--- config.mk ---
export PLATFORM = sky130hd
export DESIGN_NAME = tube_scan_driver
export DESIGN_NICKNAME = d
export VERILOG_FILES = /design/src/rtl/tube_scan_driver.sv
export SDC_FILE = /design/constraint.sdc
export NUM_CORES = 1
export LEC_CHECK = 0
export ABC_AREA = 1
export BUFFER_PORTS_ARGS = -buffer_cell sky130_fd_sc_hd__buf_4
export CORE_UTILIZATION = 38
export DETAILED_ROUTE_END_ITERATION = 6
export PLACE_DENSITY_LB_ADDON = 0.3
export SLEW_MARGIN = 10
export SYNTH_ARGS = -nofsm -noshare
export SYNTH_HDL_FRONTEND = slang
export SYNTH_SLANG_ARGS = --single-unit
--- constraint.sdc ---
create_clock -name clk -period 3.7 [get_ports clk]
set_clock_uncertainty 0.05 [all_clocks]
set_input_delay 0.37 -clock clk [delete_from_list [all_inputs] [get_ports clk]]
set_output_delay 0.37 -clock clk [all_outputs]
set_load 0.01 [all_outputs]
--- src/rtl/tube_scan_driver.sv ---
// Time-multiplexed 7-segment driver: scans DIGITS digits with dead-time, hex decode,
// leading-zero blanking and a double-buffered display word that only changes at frame wrap.
module tube_scan_driver #(
  parameter int DIGITS         = 8,
  parameter int CLK_DIV        = 50000,
  parameter int DEAD           = 2,
  parameter int HEX_MODE       = 1,
  parameter int SEL_ACTIVE_LOW = 1
) (
  input  logic                  clk,
  input  logic                  rst_N,
  input  logic                  enable,
  input  logic [4*DIGITS-1:0]   numbers,
  input  logic [DIGITS-1:0]     digit_en,
  input  logic [DIGITS-1:0]     dp,
  input  logic                  blank_lz,
  input  logic                  load,
  output logic [6:0]            seg_out,
  output logic                  dp_out,
  output logic [DIGITS-1:0]     sel_out,
  output logic                  frame_done
);

  localparam int CW = (CLK_DIV > 1) ? $clog2(CLK_DIV) : 1;
  localparam int IW = (DIGITS > 1) ? $clog2(DIGITS) : 1;
  localparam logic [DIGITS-1:0] SEL_OFF = {DIGITS{SEL_ACTIVE_LOW != 0}};

  logic [CW-1:0]         r_cnt;
  logic [IW-1:0]         r_idx;
  logic [4*DIGITS-1:0]   r_stg_num, r_disp_num;
  logic [DIGITS-1:0]     r_stg_en, r_disp_en, r_stg_dp, r_disp_dp;
  logic                  r_stg_lz, r_disp_lz, r_pending;

  logic                  w_tick, w_wrap, w_dark, w_zero_run;
  logic [3:0]            w_val;
  logic [DIGITS-1:0]     w_blank, w_onehot;

  function automatic logic [6:0] decode(input logic [3:0] v);
    logic [6:0] s;
    case (v)
      4'd0: s = 7'b1000000;
      4'd1: s = 7'b1111001;
      4'd2: s = 7'b0100100;
      4'd3: s = 7'b0110000;
      4'd4: s = 7'b0011001;
      4'd5: s = 7'b0010010;
      4'd6: s = 7'b0000010;
      4'd7: s = 7'b1111000;
      4'd8: s = 7'b0000000;
      4'd9: s = 7'b0010000;
      4'hA: s = (HEX_MODE != 0) ? 7'b0001000 : 7'b0111111;
      4'hB: s = (HEX_MODE != 0) ? 7'b0000011 : 7'b0111111;
      4'hC: s = (HEX_MODE != 0) ? 7'b1000110 : 7'b0111111;
      4'hD: s = (HEX_MODE != 0) ? 7'b0100001 : 7'b0111111;
      4'hE: s = (HEX_MODE != 0) ? 7'b0000110 : 7'b0111111;
      default: s = (HEX_MODE != 0) ? 7'b0001110 : 7'b0111111;
    endcase
    return s;
  endfunction

  assign w_tick   = enable && (r_cnt == CW'(CLK_DIV - 1));
  assign w_wrap   = w_tick && (r_idx == IW'(DIGITS - 1));
  assign w_val    = r_disp_num[{r_idx, 2'b00} +: 4];
  assign w_onehot = DIGITS'(1) << r_idx;

  // A digit is blanked when it and every more-significant digit are zero.
  always_comb begin
    // NOTE: every always_comb output gets a default first so no path infers a latch.
    w_blank    = '0;
    w_zero_run = 1'b1;
    for (int i = DIGITS - 1; i >= 1; i--) begin
      w_zero_run = w_zero_run & (r_disp_num[4*i +: 4] == 4'd0);
      w_blank[i] = r_disp_lz & w_zero_run;
    end
  end

  assign w_dark = !enable || (int'(r_cnt) < DEAD) || !r_disp_en[r_idx] || w_blank[r_idx];

  always_ff @(posedge clk or negedge rst_N) begin
    if (!rst_N) begin
      r_cnt      <= '0;
      r_idx      <= '0;
      frame_done <= 1'b0;
    end else if (!enable) begin
      // NOTE: sequential state uses non-blocking assignments so every register samples pre-edge values.
      r_cnt      <= '0;
      r_idx      <= '0;
      frame_done <= 1'b0;
    end else begin
      r_cnt      <= w_tick ? '0 : r_cnt + CW'(1);
      frame_done <= w_wrap;
      if (w_tick) r_idx <= w_wrap ? '0 : r_idx + IW'(1);
    end
  end

  // A load in the wrap cycle is staged; the wrap itself commits the older staging contents.
  always_ff @(posedge clk or negedge rst_N) begin
    if (!rst_N) begin
      // NOTE: the buffers are plain flops, so clearing them on reset is cheap and required.
      r_stg_num  <= '0;
      r_stg_en   <= '0;
      r_stg_dp   <= '0;
      r_stg_lz   <= 1'b0;
      r_disp_num <= '0;
      r_disp_en  <= '0;
      r_disp_dp  <= '0;
      r_disp_lz  <= 1'b0;
      r_pending  <= 1'b0;
    end else begin
      if (w_wrap && r_pending) begin
        r_disp_num <= r_stg_num;
        r_disp_en  <= r_stg_en;
        r_disp_dp  <= r_stg_dp;
        r_disp_lz  <= r_stg_lz;
      end
      if (load) begin
        r_stg_num <= numbers;
        r_stg_en  <= digit_en;
        r_stg_dp  <= dp;
        r_stg_lz  <= blank_lz;
        if (!enable) begin
          r_disp_num <= numbers;
          r_disp_en  <= digit_en;
          r_disp_dp  <= dp;
          r_disp_lz  <= blank_lz;
        end
      end
      if (load)        r_pending <= 1'b1;
      else if (w_wrap) r_pending <= 1'b0;
    end
  end

  always_ff @(posedge clk or negedge rst_N) begin
    if (!rst_N) begin
      seg_out <= 7'b1111111;
      dp_out  <= 1'b1;
      sel_out <= SEL_OFF;
    end else if (w_dark) begin
      seg_out <= 7'b1111111;
      dp_out  <= 1'b1;
      sel_out <= SEL_OFF;
    end else begin
      seg_out <= decode(w_val);
      dp_out  <= ~r_disp_dp[r_idx];
      sel_out <= SEL_OFF ^ w_onehot;
    end
  end

endmodule

==> results of run 1 <==
[sequential cells by signal (all words and copies together) (netlist names)]
register / cells
r_stg_en: 8
r_disp_lz: 1
r_disp_en: 8
r_disp_dp: 8
r_idx: 3
r_pending: 1
sel_out: 8
r_disp_num: 32
dp_out: 1
r_stg_lz: 1
seg_out: 7
r_stg_dp: 8
r_stg_num: 32
r_cnt: 16
frame_done: 1
[cell families after synthesis]
kind of cell,after synthesis
buffers and inverters,181
adders and majority gates,13
and+or+nand+nor,525
DFF,135
xor gates and xnor gates,1
AOI/OAI and AO/OA,92
[final cells by class]
type / instances / area share [%]
repair buffers: 78 / 7.26
flip-flops and latches: 135 / 41.0
inverters: 134 / 6.07
clock inverters: 11 / 2.05
multi-input cells: 631 / 34.3
clock buffers: 21 / 5.80
well taps: 229 / 3.46
[metrics by stage]
stage                     area (um2)  util (%)  power, uW  cells
after floorplan                 6960         -       1960    947
after global placement          7640      42.5       2140   1207
after detailed placement        7640      42.5       2140   1207
after CTS                       8290      46.1       4010   1239
after global routing            8290      46.1       4150   1239
final                           8290      46.1       3980   1239
[power breakdown]
| part | internal [uW] | leakage, uW | switching (uW) | total (uW) |
|---|---|---|---|---|
| clock network | 1200 | 0.000311 | 658 | 1860 |
| registers | 1600 | 0.00165 | 48.1 | 1650 |
| logic | 165 | 0.00235 | 302 | 467 |
| total | 2970 | 0.00431 | 1010 | 3980 |
[per-layer routing]
layer,GRT usage [%],vias up,part of all wire [%]
met2,31.9,116,47
met4,7.02,0,1.0
li1,-,3048,-
met3,4.38,13,4.4
met5,0,-,0
met1,26.2,2789,47
[worst max-delay path: stages (launching register included)]
cell,delay [ns]
dfrtp_1,0.37
ha_1,0.19
nand3_1,0.12
inv_2,0.10
nand2_1,0.06
nor2_2,0.16
nand4_2,0.63
buf_4,0.49
nand2_1,0.10
nand3_1,0.08
nand2_1,0.08
[layout by cell type, fill, tap and decap left out, drive strengths merged]
cell type	n
a21boi	1
nand2	320
o22ai	2
nand3	148
clkbuf	21
dfrtp	119
nand3b	1
nor2	49
nand4	2
dfstp	16
buf	78
o21ai	68
clkinvlp	3
nor3	5
inv	132
o211ai	4
ha	13
a21oi	14
a31oi	2
xor2	1
a211oi	1
bufinv	4
clkinv	6
[worst max path at each step]
stage | depth (start not counted) | to
2_1_floorplan | 12 | seg_out[5]
3_3_place_gp | 10 | r_disp_num[7]
3_5_place_dp | 10 | r_disp_en[1]
4_1_cts | 10 | r_disp_dp[6]
5_1_grt | 10 | r_disp_dp[6]
6_report | 10 | r_disp_dp[6]
[synthesized netlist by cell type]
| library cell | number |
|---|---|
| a211oi_1 | 1 |
| a21boi_0 | 1 |
| a21oi_1 | 14 |
| a31oi_1 | 2 |
| buf_2 | 15 |
| buf_4 | 3 |
| buf_6 | 2 |
| clkbuf_1 | 27 |
| clkinv_1 | 2 |
| dfrtp_1 | 119 |
| dfstp_2 | 16 |
| ha_1 | 13 |
| inv_1 | 129 |
| inv_2 | 3 |
| nand2_1 | 320 |
| nand3_1 | 148 |
| nand3b_1 | 1 |
| nand4_1 | 1 |
| nand4_2 | 1 |
| nor2_1 | 47 |
| nor2_2 | 2 |
| nor3_1 | 5 |
| o211ai_1 | 4 |
| o21ai_0 | 68 |
| o22ai_1 | 2 |
| xor2_1 | 1 |
==> summary.md, run 1 <==
| Metric | Value |
|---|---|
| Status | finished, violations left |
| Failing checks | hold timing |
| Fmax | 397 MHz |
| Startpoint types | flop |
| Vias per cell | 4.82 |
| Share of cells above drive strength 1 | 13.2% |
| Router iterations before antenna repair | 5 |
| Pre-CTS setup slack | 1.21 ns |
| Crit path max fanout | 27 |
| Layout area overhead | 19.1% |
| Combined area of the multi-input logic cells | 2850 um2 |
| Mapped Cells | 947 |
| DRT iter0 DRCs | 468 |
| Post-synthesis xor/xnor area fraction | 0.126% |
| Post-synthesis compound-gate area fraction | 6.91% |
| Arrival time worst endpoint | 2.83 ns |
| Largest family of logic cells by synthesized area | simple AND/OR/NAND/NOR gates |
| Largest cells by area after synthesis | dfrtp_1, nand2_1, nand3_1, inv_1, dfstp_2 |
| I/O Pins | 70 |
| DIE HEIGHT | 137 um |
| Clk sink count | 135 |
| Crit path capture type | flop |
| Syn Std Cell Area | 6960 um2 |
| Drt total wl | 17.1 mm |
| CTS tree | built |
| Inserted Clock Buffers | 17 |
| Antenna violations before repair | 0 |
| Input/output buffers | 69 |
| DIE WIDTH | 137 um |
| Diodes inserted | 0 |
| Post-Synth Simple-Gate Area | 31.4% |
| Reg clk slew, reported paths | 0.06 ns |
| Mux cell area share after synthesis | 0% |
| Fin crit period | 2.52 ns |
| Antenna-violating nets left | 0 |
| Total track usage | 19.8% |
| Starting Density | 38.7% |
| Yosys warns | 0 |
| Vias in the first global route | 5820 |
| Clk root buf | clkbuf_16 |
| MaxCap Viol Count | 0 |
| Final Hold Viols | 30 |
| Slew HR | 42.2% |
| Fillers | 1802 |
| Pin count of the biggest net entering global routing | 99 |
| Worst reg-to-reg path cell count | 10 |
| Post CTS Setup Buffer Count | 0 |
| GPL Wtd Cong | 0.822 |
| Core Region | 18000 um2 |
| TNS Setup | 0 ns |
| DR vias | 5966 |
| Setup-failing EPs final | 0 |
| Final WS setup | 1.18 ns |
| R2R Setup Slk | 1.18 ns |
| Clock Path Buffers | 2 |
| Hold WS | -0.0332 ns |
| H-tree depth | 4 |
| Worst VDD drop | 0.342 mV |
| HPWL Detailed | 10.9 mm |
| Drt drc | 0 |
| Syn_nets | 1013 |
| Row cnt | 49 |
| Final nets | 1063 |
| Adder-Cell Fraction of Synth Area | 2.34% |
| Syn_area_per_cell | 7.35 um2 |
| Critical path type | reg -> reg |
| Leak Pwr | 0.00431 uW |
| CP Data Required Time | 4.01 ns |
| RSZ-0062 raised after global routing | false |
| CTS Hold Buffers Added | 0 |
| Worst slew pin tran | 0.866 ns |
| Synth cell types | 26 |
| Global-route wire length before repair | 28.6 mm |
| Final Cycle Share | 68.1% |
| Register area share after synthesis | 48.8% |
| Total gr overflow | 0 |
| Area taken by flip-flops and latches | 3400 um2 |
| Reg2reg start | r_cnt[0] |
| Min-delay worst type | in -> async |
| Drt wl/cell | 13.8 um |
| Synth top area share | 42.8% |
| Resize count post-CTS | 0 |
| Reg2reg end | r_disp_dp[6] |
| Slew Limit Fails | 0 |
| #FFs+latches synth | 135 |
| Leading area contributor after synthesis | dfrtp_1 |
| Die area | 18900 um2 |
| Clock latency on the worst-skew pair | 0.43 ns |
| Power Density | 480 nW/um2 |
| Critical path origin | r_cnt[0] |
(Power assumes the default switching activity.)
==> run 2, diff against run 1 <==
clock period = 2.2 ns   (was 3.7 ns; I/O delays follow)
==> summary.md, run 2 (same netlist as run 1, synthesis figures left out) <==
| Metric | Value |
|---|---|
| Status | complete, no violations |
| Fillers | 1772 (-1.7%) |
| R2R Setup Slk | 0.21 ns (-0.97 ns) |
| Clk root buf | clkbuf_16 |
| Grt met1 use | 26.8% (+0.57 points) |
| CP top delay family | simple AND/OR/NAND/NOR gates |
| HPWL Detailed | 11.8 mm (+8.2%) |
| Fin crit period | 1.99 ns (-0.530 ns) |
| Final nets | 1124 (+5.7%) |
| CTS tree | built |
| Area taken by flip-flops and latches | 3400 um2 (unchanged) |
| Final Cycle Share | 90.4% (+22 points) |
| Worst VDD drop | 0.562 mV (+64%) |
| Drt total wl | 17.5 mm (+2.4%) |
| DR vias | 6246 (+4.7%) |
| Share of cells above drive strength 1 | 13.3% (+0.10 points) |
| Commonest non-fill, non-tap cell in the layout | nand2_1 |
| Worst slew pin tran | 0.843 ns (-0.0236 ns) |
| Router iterations before antenna repair | 6 (+1) |
| Worst path slowest cell | dfrtp_1 |
| Antenna-violating nets left | 0 (unchanged) |
| MaxCap Viol Count | 0 (unchanged) |
| Crit path capture type | flop |
| Resize count post-CTS | 0 (unchanged) |
| Most frequent cells in the layout | nand2_1, nand3_1, inv_1, dfrtp_1, buf_4 |
| Starting Density | 38.7% (unchanged) |
| Total gr overflow | 0 (unchanged) |
| Drt wl/cell | 13.5 um (-2.4%) |
| Global-route wire length before repair | 29.2 mm (+2.0%) |
| Reg2reg end | seg_out[3] |
| Clock Path Buffers | 2 (unchanged) |
| Antenna violations before repair | 0 (unchanged) |
| Hold Path Origin | load |
| Leak Pwr | 0.00454 uW (+5.4%) |
| Clk sink count | 135 (unchanged) |
| Worst hold path cell count | 3 |
| Buf+Inv Stages, Crit Path | 3 (+1) |
| CP Data Required Time | 2.50 ns (-1.51 ns) |
| Grt met2 use | 33.0% (+1.1 points) |
| Hold WS | 0.0282 ns (+0.0614 ns) |
| Row cnt | 49 (unchanged) |
| TNS Setup | 0 ns (unchanged) |
| DIE HEIGHT | 137 um (unchanged) |
| Clock latency on the worst-skew pair | 0.43 ns (about the same) |
| Reg clk slew, reported paths | 0.06 ns (about the same) |
| Reg2reg start | r_idx[0] |
| GR Layer Usage met3 | 4.08% (-0.29 points) |
| Core Region | 18000 um2 (unchanged) |
| Drt drc | 0 (unchanged) |
| Startpoint types | flop |
| Fmax | 503 MHz (+27%) |
| Worst hold endpoint | r_pending |
| Input/output buffers | 69 (unchanged) |
| CP cell instances | buf_4, nand2_1, nand3_1, nand3_1, nand2_1, inv_1, ha_1, inv_1, nand2_1, nand3_1, nand3_1 |
| Total track usage | 20.4% (+0.60 points) |
| Slowest stage delay, CP | 0.44 ns (-0.19 ns) |
| Worst reg-to-reg path cell count | 11 (+1) |
| Diodes inserted | 0 (unchanged) |
| Layout area overhead | 26.9% |
| Combined area of the multi-input logic cells | 2850 um2 (unchanged) |
| Setup-failing EPs final | 0 (unchanged) |
| Slew HR | 43.8% (+1.6 points) |
| Layer with the highest usage | met2 |
| Final Hold Viols | 0 (-100%) |
| Critical path type | reg -> reg |
| DRT iter0 DRCs | 365 (-22%) |
| Vias per cell | 4.81 (-0.14%) |
| Post-layout util | 49.1% (+3.0 points) |
| Top flop regs | r_disp_num x32, r_stg_num x32, r_cnt x16 |
| RSZ-0062 raised after global routing | false |
| Pin count of the biggest net entering global routing | 99 (unchanged) |
| Power Density | 734 nW/um2 (+53%) |
| Slew Limit Fails | 0 (unchanged) |
| Inserted Clock Buffers | 17 (unchanged) |
| DIE WIDTH | 137 um (unchanged) |
| Arrival time worst endpoint | 2.28 ns (-0.55 ns) |
| I/O Pins | 70 (unchanged) |
| GPL Wtd Cong | 0.850 (+3.4%) |
| H-tree depth | 4 (unchanged) |
| Min-delay worst type | in -> reg |
| Die area | 18900 um2 (unchanged) |
| Crit path max fanout | 21 (-22%) |
| Vias in the first global route | 5911 (+1.6%) |
| Cell repeated most along the worst path | nand3_1 |
==> run 2: per-layer routing <==
layer	vias to the layer above	routed length, um
li1	3169	-
met5	-	0
met2	138	8180
met4	0	390
met3	26	768
met1	2913	8180
==> run 2: how the worst max path moves through the flow <==
| stage | start | to | depth (start not counted) |
|---|---|---|---|
| floorplan | r_idx[0] | seg_out[5] | 12 |
| CTS | r_idx[0] | seg_out[3] | 11 |
| global placement | r_idx[2] | seg_out[3] | 9 |
| detailed placement | r_idx[0] | seg_out[3] | 11 |
| global route | r_idx[0] | seg_out[0] | 11 |
| finish | r_idx[0] | seg_out[3] | 11 |
==> run 2: worst register-to-register path, stage by stage (launching register included) <==
cell	delay, ns
dfrtp_1	0.44
buf_4	0.27
nand2_1	0.08
nand3_1	0.09
nand3_1	0.09
nand2_1	0.20
inv_1	0.11
ha_1	0.23
inv_1	0.09
nand2_1	0.07
nand3_1	0.10
nand3_1	0.08
==> run 2: stage by stage <==
step | cell area [um2] | total power, uW | setup slack, ns | instances
after floorplan | 6960 | 3290 | 0.289 | 947
after global placement | 7740 | 3610 | 0.312 | 1218
after detailed placement | 7740 | 3630 | 0.232 | 1218
after CTS | 8830 | 6550 | 0.216 | 1299
after global routing | 8830 | 6790 | 0.0457 | 1299
final | 8830 | 6480 | 0.211 | 1299
==> run 2: timing repair <==
| action | in CTS | in global routing |
|---|---|---|
| buffers inserted | 0 | 0 |
| hold buffers | 50 | 0 |
| hold endpoints to repair | 131 | 0 |
==> run 2: area by class of cell <==
class,count,area share (%)
multi-input cells,631,32.2
repair buffers,139,13.7
clock buffers,20,5.17
inverters,134,5.70
flip-flops and latches,135,38.5
well taps,229,3.25
clock inverters,11,1.43
==> run 2: report_power, final <==
group,leakage [uW],switching [uW],internal [uW],total (uW)
sequential,0.00165,87.9,2700,2790
clock,0.000274,1110,1720,2830
combinational,0.00262,526,342,868
total,0.00454,1720,4760,6480
==> run 3, diff against run 2 <==
REMOVE_ABC_BUFFERS = 1   (was default)
==> summary.md, run 3 (same netlist as run 1, synthesis figures left out) <==
| Metric | Value |
|---|---|
| Reg2reg end | seg_out[5] |
| MaxCap Viol Count | 0 (unchanged) |
| Diodes inserted | 0 (unchanged) |
| Core Region | 18000 um2 (unchanged) |
| Internal power | 4790 uW (+0.74%) |
| Vias in the first global route | 5863 (-0.81%) |
| Status | complete, no violations |
| Starting Density | 38.7% (unchanged) |
| Drt drc | 0 (unchanged) |
| Row cnt | 49 (unchanged) |
| Share of cells above drive strength 1 | 13.0% (-0.26 points) |
| DRT iter0 DRCs | 371 (+1.6%) |
| GPL Wtd Cong | 0.830 (-2.3%) |
| DIE WIDTH | 137 um (unchanged) |
| Crit path max fanout | 13 (-38%) |
| Slew HR | 40.2% (-3.6 points) |
| Clk root buf | clkbuf_16 |
| Crit path capture type | flop |
| Worst reg-to-reg path cell count | 10 (-1) |
| Pin count of the biggest net entering global routing | 99 (unchanged) |
| Reg clk slew, reported paths | 0.06 ns (about the same) |
| Layout area overhead | 26.8% (about the same) |
| Most frequent cells in the layout | nand2_1, nand3_1, inv_1, dfrtp_1, buf_4 |
| Post-Layout Cell Count | 1297 (-0.15%) |
| Final WS setup | 0.173 ns (-0.0377 ns) |
| Grt met1 use | 27.5% (+0.69 points) |
| Post-Place Cell Area | 7730 um2 (-0.13%) |
| Post-layout util | 49.1% (about the same) |
| Leak Pwr | 0.00453 uW (-0.24%) |
| Power Density | 734 nW/um2 (about the same) |
| Clock Path Buffers | 2 (unchanged) |
| Die area | 18900 um2 (unchanged) |
| CP Data Required Time | 2.49 ns (about the same) |
| Startpoint types | flop |
| Min-delay worst type | in -> reg |
| CP cell instances | buf_4, o21ai_0, nand3_1, nand2_1, inv_1, ha_1, nand2_1, nand2_1, nand2_1, nand3_1 |
| Slew Limit Fails | 0 (unchanged) |
| Setup-failing EPs final | 0 (unchanged) |
| Clock network power share | 43.7% (about the same) |
| Worst hold path cell count | 3 (unchanged) |
| Inserted Clock Buffers | 17 (unchanged) |
| Slowest stage delay, CP | 0.48 ns (+0.04 ns) |
| Sw frac | 25.9% (-0.64 points) |
| Critical path type | reg -> reg |
| Fmax | 493 MHz (-1.9%) |
| Worst hold endpoint | r_cnt[5] |
| Reg2reg start | r_idx[0] |
| Commonest non-fill, non-tap cell in the layout | nand2_1 |
| CP top delay family | simple AND/OR/NAND/NOR gates |
| H-tree depth | 4 (unchanged) |
| Placed cell count | 1215 (-0.25%) |
| Post-route cell area | 8820 um2 (about the same) |
| Clk sink count | 135 (unchanged) |
| Fillers | 1794 (+1.2%) |
| TNS Setup | 0 ns (unchanged) |
| DR vias | 6201 (-0.72%) |
| I/O Pins | 70 (unchanged) |
| Seq pwr share | 43.0% (about the same) |
| Final Cycle Share | 92.1% (+1.7 points) |
| Combined area of the multi-input logic cells | 2850 um2 (unchanged) |
| Top flop regs | r_disp_num x32, r_stg_num x32, r_cnt x16 |
| Worst slew pin tran | 0.897 ns (+0.0542 ns) |
| Buf+Inv Stages, Crit Path | 2 (-1) |
| Global-route wire length before repair | 29.1 mm (-0.36%) |
| Area taken by flip-flops and latches | 3400 um2 (about the same) |
| Total gr overflow | 0 (unchanged) |
| Pre-CTS setup slack | 0.139 ns (-0.0922 ns) |
| Arrival time worst endpoint | 2.31 ns (+0.03 ns) |
| R2R Setup Slk | 0.17 ns (-0.04 ns) |
| Grt met2 use | 31.8% (-1.2 points) |
| Antenna-violating nets left | 0 (unchanged) |
| DIE HEIGHT | 137 um (unchanged) |
| Hold Path Origin | enable |
| Total track usage | 20.3% (-0.15 points) |
| Final Hold Viols | 0 (unchanged) |
| Post CTS Setup Buffer Count | 0 (unchanged) |
| Final nets | 1121 (-0.27%) |
| Antenna violations before repair | 0 (unchanged) |
| RSZ-0062 raised after global routing | false |
| Worst VDD drop | 0.550 mV (-2.2%) |
| Layer with the highest usage | met2 |
| Clock latency on the worst-skew pair | 0.43 ns (about the same) |
| CTS tree | built |
| Net Sw Power | 1680 uW (-2.6%) |
| Router iterations before antenna repair | 5 (-1) |
| Worst path slowest cell | dfrtp_2 |
| Fin crit period | 2.03 ns (+0.0377 ns) |
| Combinational Power Share | 13.3% (about the same) |
| HPWL Detailed | 11.2 mm (-4.5%) |
| Drt total wl | 17.6 mm (+0.34%) |
| Vias per cell | 4.78 (-0.57%) |
| Input/output buffers | 69 (unchanged) |
| GR Layer Usage met3 | 4.01% (-0.074 points) |
| Cell repeated most along the worst path | nand2_1 |
| Drt wl/cell | 13.6 um (+0.50%) |
## run 3: changes by cell type in the layout (fill, tap and decap cells not counted), moves of 2 or more
cell,before,now
dfrtp_1,119,117
clkinv_4,3,1
clkbuf_1,1,5
dfrtp_2,0,2
buf_4,85,81
## run 3: metrics by stage
step / power, uW / hold slack, ns
floorplan: 3270 / -0.126
global placement: 3610 / 0.184
detailed placement: 3620 / 0.183
CTS: 6540 / 0.0302
global route: 6800 / 0.0488
finish: 6470 / 0.0453
## run 3: worst max-delay path by stage
stage | from | endpoint | slack (ns) | depth (start not counted)
2_1_floorplan | load | r_disp_dp[0] | -1.14 | 5
3_3_place_gp | r_idx[1] | sel_out[7] | 0.19 | 10
3_5_place_dp | r_idx[0] | seg_out[5] | 0.14 | 11
4_1_cts | r_idx[0] | seg_out[5] | 0.11 | 11
5_1_grt | r_idx[1] | seg_out[5] | 0.02 | 11
6_report | r_idx[0] | seg_out[5] | 0.17 | 10
## run 3: worst register-to-register path, cell delays in order (launching register included)
cell and delay [ns]:
dfrtp_2 0.48, buf_4 0.21, o21ai_0 0.21, nand3_1 0.11, nand2_1 0.21, inv_1 0.13
ha_1 0.23, nand2_1 0.10, nand2_1 0.07, nand2_1 0.06, nand3_1 0.09
## run 3: cell type report
class / instances / share of cell area, %
Clock inverter: 7 / 1.06
Inverter: 134 / 5.75
Sequential cell: 135 / 38.6
Timing Repair Buffer: 136 / 13.6
Multi-Input combinational cell: 631 / 32.3
Tap cell: 229 / 3.25
Clock buffer: 25 / 5.50
## run 3: timing repair
action                     CTS  global route
hold buffers                50             0
resized for setup            0             3
setup endpoints to repair    0             9
hold endpoints to repair   151             0
## run 3: power by group through the flow
stage / registers (uW) / logic (uW) / clock network, uW
after floorplan: 2800 / 466 / 0
after global placement: 2820 / 789 / 0
after detailed placement: 2820 / 795 / 0
after CTS: 2780 / 870 / 2890
after global routing: 2800 / 1000 / 2990
final: 2780 / 860 / 2830
## run 3: routing by layer
| layer | part of all wire (%) | routed length (um) |
|---|---|---|
| met5 | 0 | 0 |
| met1 | 49 | 8530 |
| met2 | 46 | 8020 |
| met3 | 3.7 | 655 |
| met4 | 2.1 | 368 |
